### src/rtl/ir_cmd_decoder.sv
`default_nettype none
// +--------------------------------------------------------------------------+
// | ir_cmd_decoder: validates NEC frames, tags repeats, tracks key-held and  |
// | queues commands for the FSM. Optional macro: IR_ADDR_FILTER_EN.          |
// | Revision: 1.0                                                            |
// +--------------------------------------------------------------------------+
module ir_cmd_decoder #(
  parameter int          FIFO_DEPTH    = 4,
  parameter int          REPEAT_WINDOW = 7_500_000,
  parameter int          HOLD_TIMEOUT  = 12_500_000,
  parameter logic [15:0] ADDR          = 16'h6B86
) (
  input  logic        clk,
  input  logic        iRST_n,
  input  logic        ir_data_ready,
  input  logic [31:0] ir_data,
  output logic [7:0]  cmd_byte,
  output logic        cmd_repeat,
  output logic        cmd_valid,
  input  logic        cmd_ready,
  output logic        key_held,
  output logic        overflow,
  output logic [7:0]  err_count
);

  localparam int C_AW   = $clog2(FIFO_DEPTH);
  localparam int C_RW_W = $clog2(REPEAT_WINDOW + 1);
  localparam int C_HT_W = $clog2(HOLD_TIMEOUT + 1);

  localparam logic [C_RW_W-1:0] C_RW_MAX  = C_RW_W'(REPEAT_WINDOW);
  localparam logic [C_HT_W-1:0] C_HT_LAST = C_HT_W'(HOLD_TIMEOUT - 1);
  localparam logic [C_AW:0]     C_DEPTH   = (C_AW + 1)'(FIFO_DEPTH);

  localparam logic [1:0] S_IDLE  = 2'd0;
  localparam logic [1:0] S_LATCH = 2'd1;
  localparam logic [1:0] S_CHECK = 2'd2;

`ifdef IR_ADDR_FILTER_EN
  localparam logic C_ADDR_ANY = 1'b0;
`else
  localparam logic C_ADDR_ANY = 1'b1;
`endif

  logic              r_rdy_q;
  logic [1:0]        r_state;
  logic [31:0]       r_frame;
  logic [23:0]       r_last_code;
  logic              r_last_valid;
  logic [C_RW_W-1:0] r_rep_timer;
  logic [C_HT_W-1:0] r_hold_timer;
  logic              r_key_held;
  logic              r_overflow;
  logic [7:0]        r_err_count;
  logic [8:0]        r_mem [FIFO_DEPTH];
  logic [C_AW:0]     r_wr_ptr;
  logic [C_AW:0]     r_rd_ptr;

  logic       w_rise;
  logic       w_in_check;
  logic       w_cmpl_ok;
  logic       w_addr_ok;
  logic       w_valid_frame;
  logic       w_reject;
  logic       w_is_repeat;
  logic       w_empty;
  logic       w_full;
  logic       w_pop;
  logic       w_push;
  logic       w_drop;
  logic [8:0] w_head;

  assign w_rise        = ir_data_ready & ~r_rdy_q;
  assign w_in_check    = (r_state == S_CHECK);
  assign w_cmpl_ok     = (r_frame[31:24] == ~r_frame[23:16]);
  assign w_addr_ok     = (r_frame[15:0] == ADDR) | C_ADDR_ANY;
  assign w_valid_frame = w_in_check & w_cmpl_ok & w_addr_ok;
  assign w_reject      = w_in_check & ~(w_cmpl_ok & w_addr_ok);
  assign w_is_repeat   = r_last_valid && (r_frame[23:0] == r_last_code)
                         && (r_rep_timer < C_RW_MAX);

  assign w_empty = (r_wr_ptr == r_rd_ptr);
  assign w_full  = ((r_wr_ptr - r_rd_ptr) == C_DEPTH);
  assign w_pop   = ~w_empty & cmd_ready;
  // A pop in the same cycle frees the slot, so a full FIFO still accepts.
  assign w_push  = w_valid_frame & (~w_full | w_pop);
  assign w_drop  = w_valid_frame & w_full & ~w_pop;
  assign w_head  = r_mem[r_rd_ptr[C_AW-1:0]];

  assign cmd_valid  = ~w_empty;
  assign cmd_byte   = cmd_valid ? w_head[7:0] : 8'h00;
  assign cmd_repeat = cmd_valid & w_head[8];
  assign key_held   = r_key_held;
  assign overflow   = r_overflow;
  assign err_count  = r_err_count;

  always_ff @(posedge clk or negedge iRST_n) begin
    if (!iRST_n) begin
      r_rdy_q <= 1'b0;
      r_state <= S_IDLE;
      r_frame <= 32'h0;
    end else begin
      r_rdy_q <= ir_data_ready;
      case (r_state)
        S_IDLE:  if (w_rise) r_state <= S_LATCH;
        S_LATCH: begin
          r_frame <= ir_data;
          r_state <= S_CHECK;
        end
        S_CHECK: r_state <= S_IDLE;
        default: r_state <= S_IDLE;
      endcase
    end
  end

  always_ff @(posedge clk or negedge iRST_n) begin
    if (!iRST_n) begin
      r_last_code  <= 24'h0;
      r_last_valid <= 1'b0;
      r_rep_timer  <= '0;
    end else if (w_valid_frame) begin
      r_last_code  <= r_frame[23:0];
      r_last_valid <= 1'b1;
      r_rep_timer  <= '0;
    end else if (r_rep_timer != C_RW_MAX) begin
      r_rep_timer  <= r_rep_timer + C_RW_W'(1);
    end
  end

  // A frame in the timeout cycle takes priority and restarts the hold.
  always_ff @(posedge clk or negedge iRST_n) begin
    if (!iRST_n) begin
      r_key_held   <= 1'b0;
      r_hold_timer <= '0;
    end else if (w_valid_frame) begin
      r_key_held   <= 1'b1;
      r_hold_timer <= '0;
    end else if (r_key_held) begin
      if (r_hold_timer == C_HT_LAST) begin
        r_key_held   <= 1'b0;
        r_hold_timer <= '0;
      end else begin
        r_hold_timer <= r_hold_timer + C_HT_W'(1);
      end
    end
  end

  always_ff @(posedge clk or negedge iRST_n) begin
    if (!iRST_n) begin
      r_err_count <= 8'h00;
      r_overflow  <= 1'b0;
    end else begin
      if (w_reject && (r_err_count != 8'hFF)) r_err_count <= r_err_count + 8'd1;
      if (w_drop) r_overflow <= 1'b1;
    end
  end

  always_ff @(posedge clk or negedge iRST_n) begin
    if (!iRST_n) begin
      r_wr_ptr <= '0;
      r_rd_ptr <= '0;
    end else begin
      if (w_push) r_wr_ptr <= r_wr_ptr + (C_AW + 1)'(1);
      if (w_pop)  r_rd_ptr <= r_rd_ptr + (C_AW + 1)'(1);
    end
  end

  always_ff @(posedge clk) begin
    if (w_push) r_mem[r_wr_ptr[C_AW-1:0]] <= {w_is_repeat, r_frame[23:16]};
  end

endmodule
`default_nettype wire

### config.mk
export PLATFORM = sky130hd
export DESIGN_NAME = ir_cmd_decoder
export DESIGN_NICKNAME = d
export VERILOG_FILES = /design/src/rtl/ir_cmd_decoder.sv
export SDC_FILE = /design/constraint.sdc
export NUM_CORES = 1
export LEC_CHECK = 0
export BUFFER_PORTS_ARGS = -buffer_cell sky130_fd_sc_hd__buf_4
export CELL_PAD_IN_SITES_DETAIL_PLACEMENT = 0
export CELL_PAD_IN_SITES_GLOBAL_PLACEMENT = 2
export CORE_MARGIN = 2
export CORE_UTILIZATION = 37
export DETAILED_ROUTE_END_ITERATION = 6
export GPL_TIMING_DRIVEN = 1
export PLACE_DENSITY_LB_ADDON = 0.1
export SLEW_MARGIN = 20
export SYNTH_ARGS = -nofsm -noshare
export SYNTH_HDL_FRONTEND = slang
export SYNTH_SLANG_ARGS = --single-unit
### constraint.sdc
create_clock -name clk -period 2.2 [get_ports clk]
set_input_delay 0.33 -clock clk [delete_from_list [all_inputs] [get_ports clk]]
set_output_delay 0.33 -clock clk [all_outputs]
set_load 0.1 [all_outputs]
==> results.cfg <==
[synthesis]
ys_ff_latch = 159
synth-main-ff-cell = dfrtp_1
ys_seq_area_share_pct = 56.3
yosysWarnings = 0
synth_cell_types = 49
synth_edf_count = 36
async_flop_share_pct = 77.4
syn_avg_cell_area_um2 = 11.6
syn-num-nets = 685
syn_inst = 638
syn-cell-area_mm2 = 0.00739

[grt]
grt_use_total_pct = 16.5
grt-ovfl-total = 0
grt_max_degree = 48
antenna_found_initial = 0
grt_pass1_vias = 5298
grt_pass1_wl_mm = 27.8

[floorplanning]
core_mm2 = 0.0195
die_y_um = 145
initial_core_util_pct = 37.8
die-area_mm2 = 0.0211
die_x_um = 145
ios = 56
rows = 51

[cells_and_area]
final_cell_mix = dfrtp_1 (120), nand2_1 (91), buf_4 (79)
drive_gt1_share_pct = 26.8
stdcell_area_mm2 = 0.00926
layout.nets = 776
mostFrequentLayoutCell = dfrtp_1
fill_cells = 1850
antennaDiodeCount = 0
area_delta_synth_final_pct = 25.4
stdcell_count = 1007

[placement]
port_buffers = 55
place_ws_ns = 0.00789
dp_hpwl_mm = 11.3
dp.cells = 966
gp_congestion = 0.784
place_area_mm2 = 0.00837

[sta]
relSlewSlack_pct = 64.8
max_freq_mhz = 458
period_share_pct = 99.2
hold_viol_final = 0
rsz0062_at_grt = yes
clock_skew_ns = 0.0154
fin_crit_ns = 2.18
setup_viol = 0
fin_setup_tns_ns = 0
maxSlewViolCount = 0
fin_ws_ns = 0.0165
tightest_slew_ns = 0.527

[power_and_ir_drop]
irDropWorstVdd_mv = 0.522
p_leak_uw = 0.00407
total_power_uw = 10500
powerDensity_mw_per_mm2 = 1140

[clock_tree]
cts_sinks = 159
cts_tree = built
htreeDepth = 4
cts.reportedPaths.clkPinSlew_ns = 0.07
cts-root-buf = clkbuf_16
cts_buffer_depth = 2
clk_latency_ns = 0.43
numCtsBuffers = 17

[routing]
wirelength_mm = 16.7
firstDrtPassIters = 4
avgRoutedWirePerCell_um = 16.6
drtIter0Drc = 262
post-route-drc-count = 0
num_vias = 5109
route.antenna.remaining_nets = 0
vias_per_cell = 5.07

[setup_path]
critical_path_class = flip-flop to output pin
crit_required_ns = 1.87
crit_path_end_kind = output pin
cpPeakStageDelay_ns = 0.50
crit_fanout = 5
start_kind = flip-flop
timing.critical_path.cells = clkbuf_16 > mux4_2 > and2_4 > buf_12
arrival_ns = 1.85
slowest_stage = mux4_2

[worst_hold_path]
worstHoldPathType = input pin to flip-flop

[run_status]
status = completed

[job]
cap_viol_max_count = 0
-- worst paths after layout --
kind,startpoint,to,slack (ns),depth (start not counted)
min,ir_data[8],r_frame[8],0.13,2
max,r_rd_ptr[0],cmd_byte[4],0.02,4
min reg2reg,r_rdy_q,r_state[0],0.40,1
max in group asynchronous,iRST_n,r_rep_timer[21],1.22,3
min in group asynchronous,iRST_n,err_count[4],0.34,2
max reg2reg,r_rd_ptr[0],r_mem[3][7],0.10,7
-- cell usage after synthesis, drive strengths merged (2+ instances only) --
cell | instances | area share, %
a21o | 2 | 0.20
a21oi | 11 | 0.75
a311oi | 3 | 0.36
a31o | 2 | 0.24
a32o | 5 | 0.68
a41oi | 2 | 0.24
and2 | 15 | 1.3
and3 | 14 | 1.2
and4 | 6 | 0.71
buf | 9 | 0.69
clkbuf | 17 | 0.86
dfrtp | 123 | 42
edfxtp | 36 | 15
ha | 11 | 1.9
inv | 7 | 0.36
mux2 | 35 | 5.3
mux4 | 9 | 2.7
nand2 | 91 | 4.6
nand2b | 3 | 0.25
nand3 | 27 | 1.8
nand3b | 3 | 0.30
nand4 | 19 | 1.6
nor2 | 36 | 1.8
nor2b | 9 | 0.76
nor3 | 17 | 1.2
nor3b | 2 | 0.20
nor4 | 15 | 1.6
nor4b | 6 | 0.71
o211a | 2 | 0.27
o211ai | 3 | 0.30
o21a | 2 | 0.20
o21ai | 14 | 0.95
o21bai | 2 | 0.20
or3 | 5 | 0.42
xnor2 | 25 | 3.0
xor2 | 42 | 5.0
-- timing repair --
| item | in CTS | in global routing |
|---|---|---|
| pin swaps | 0 | 2 |
| hold buffers | 1 | 1 |
| cloned | 0 | 2 |
| buffers inserted | 1 | 4 |
| endpoints found under the setup margin | 11 | 51 |
| resized for setup | 14 | 28 |
| hold endpoints to repair | 18 | 1 |
-- final cells by class --
type	count	area [µm²]	area share, %
Multi-Input combinational cell	447	3190	34.4
Sequential cell	159	4160	44.9
Clock inverter	13	149	1.61
Tap cell	265	332	3.58
Clock buffer	19	464	5.01
Timing Repair Buffer	97	938	10.1
Inverter	7	26.3	0.284
-- per-stage QoR --
step / hold WS, ns / utilization, %
final: 0.134 / 47.4
after global routing: 0.111 / 47.4
after CTS: 0.00471 / 46.4
after detailed placement: 0.252 / 42.9
after global placement: 0.251 / 42.9
after floorplan: 0.0344 / -
-- registers in the layout, indices dropped and copies added (netlist names), 3 cells and up --
register and count:
r_mem 36, r_rd_ptr 3, r_hold_timer 24, r_rep_timer 23, err_count 8, r_last_code 24
r_wr_ptr 3, r_frame 32
-- cells by family (layout without fill, tap and decap cells) --
group                      Yosys count  count (layout)  synth area share [%]
buffers and inverters               33             136                  1.91
DFF                                159             159                  56.3
xor gates and xnor gates            67              67                  7.95
muxes                               45              45                  8.22
AOI/OAI and AO/OA                   52              52                  4.79
adders and majority gates           11              11                  1.86
and+or+nand+nor                    271             272                  19.0
-- worst max-delay path: cells and delay by family (launching register included) --
family	cells	cell delay (ns)
muxes	1	0.50
DFF	1	0.44
buffers and inverters	2	0.33
and+or+nand+nor	1	0.16
-- power by group --
part           total (µW)  internal (µW)  switching, µW  leakage, µW
sequential           3770           3410            360      0.00192
combinational        3730           1540           2200      0.00185
clock                3040           1790           1250     0.000298
-- metal layers --
metal	vias up	wire length, µm	global-route usage [%]
li1	2466	-	-
met1	2547	8100	23.0
met2	79	7890	25.7
met3	17	490	3.96
met4	0	193	4.85
met5	-	0	0
Note: power is estimated with default switching activity, not from simulation.
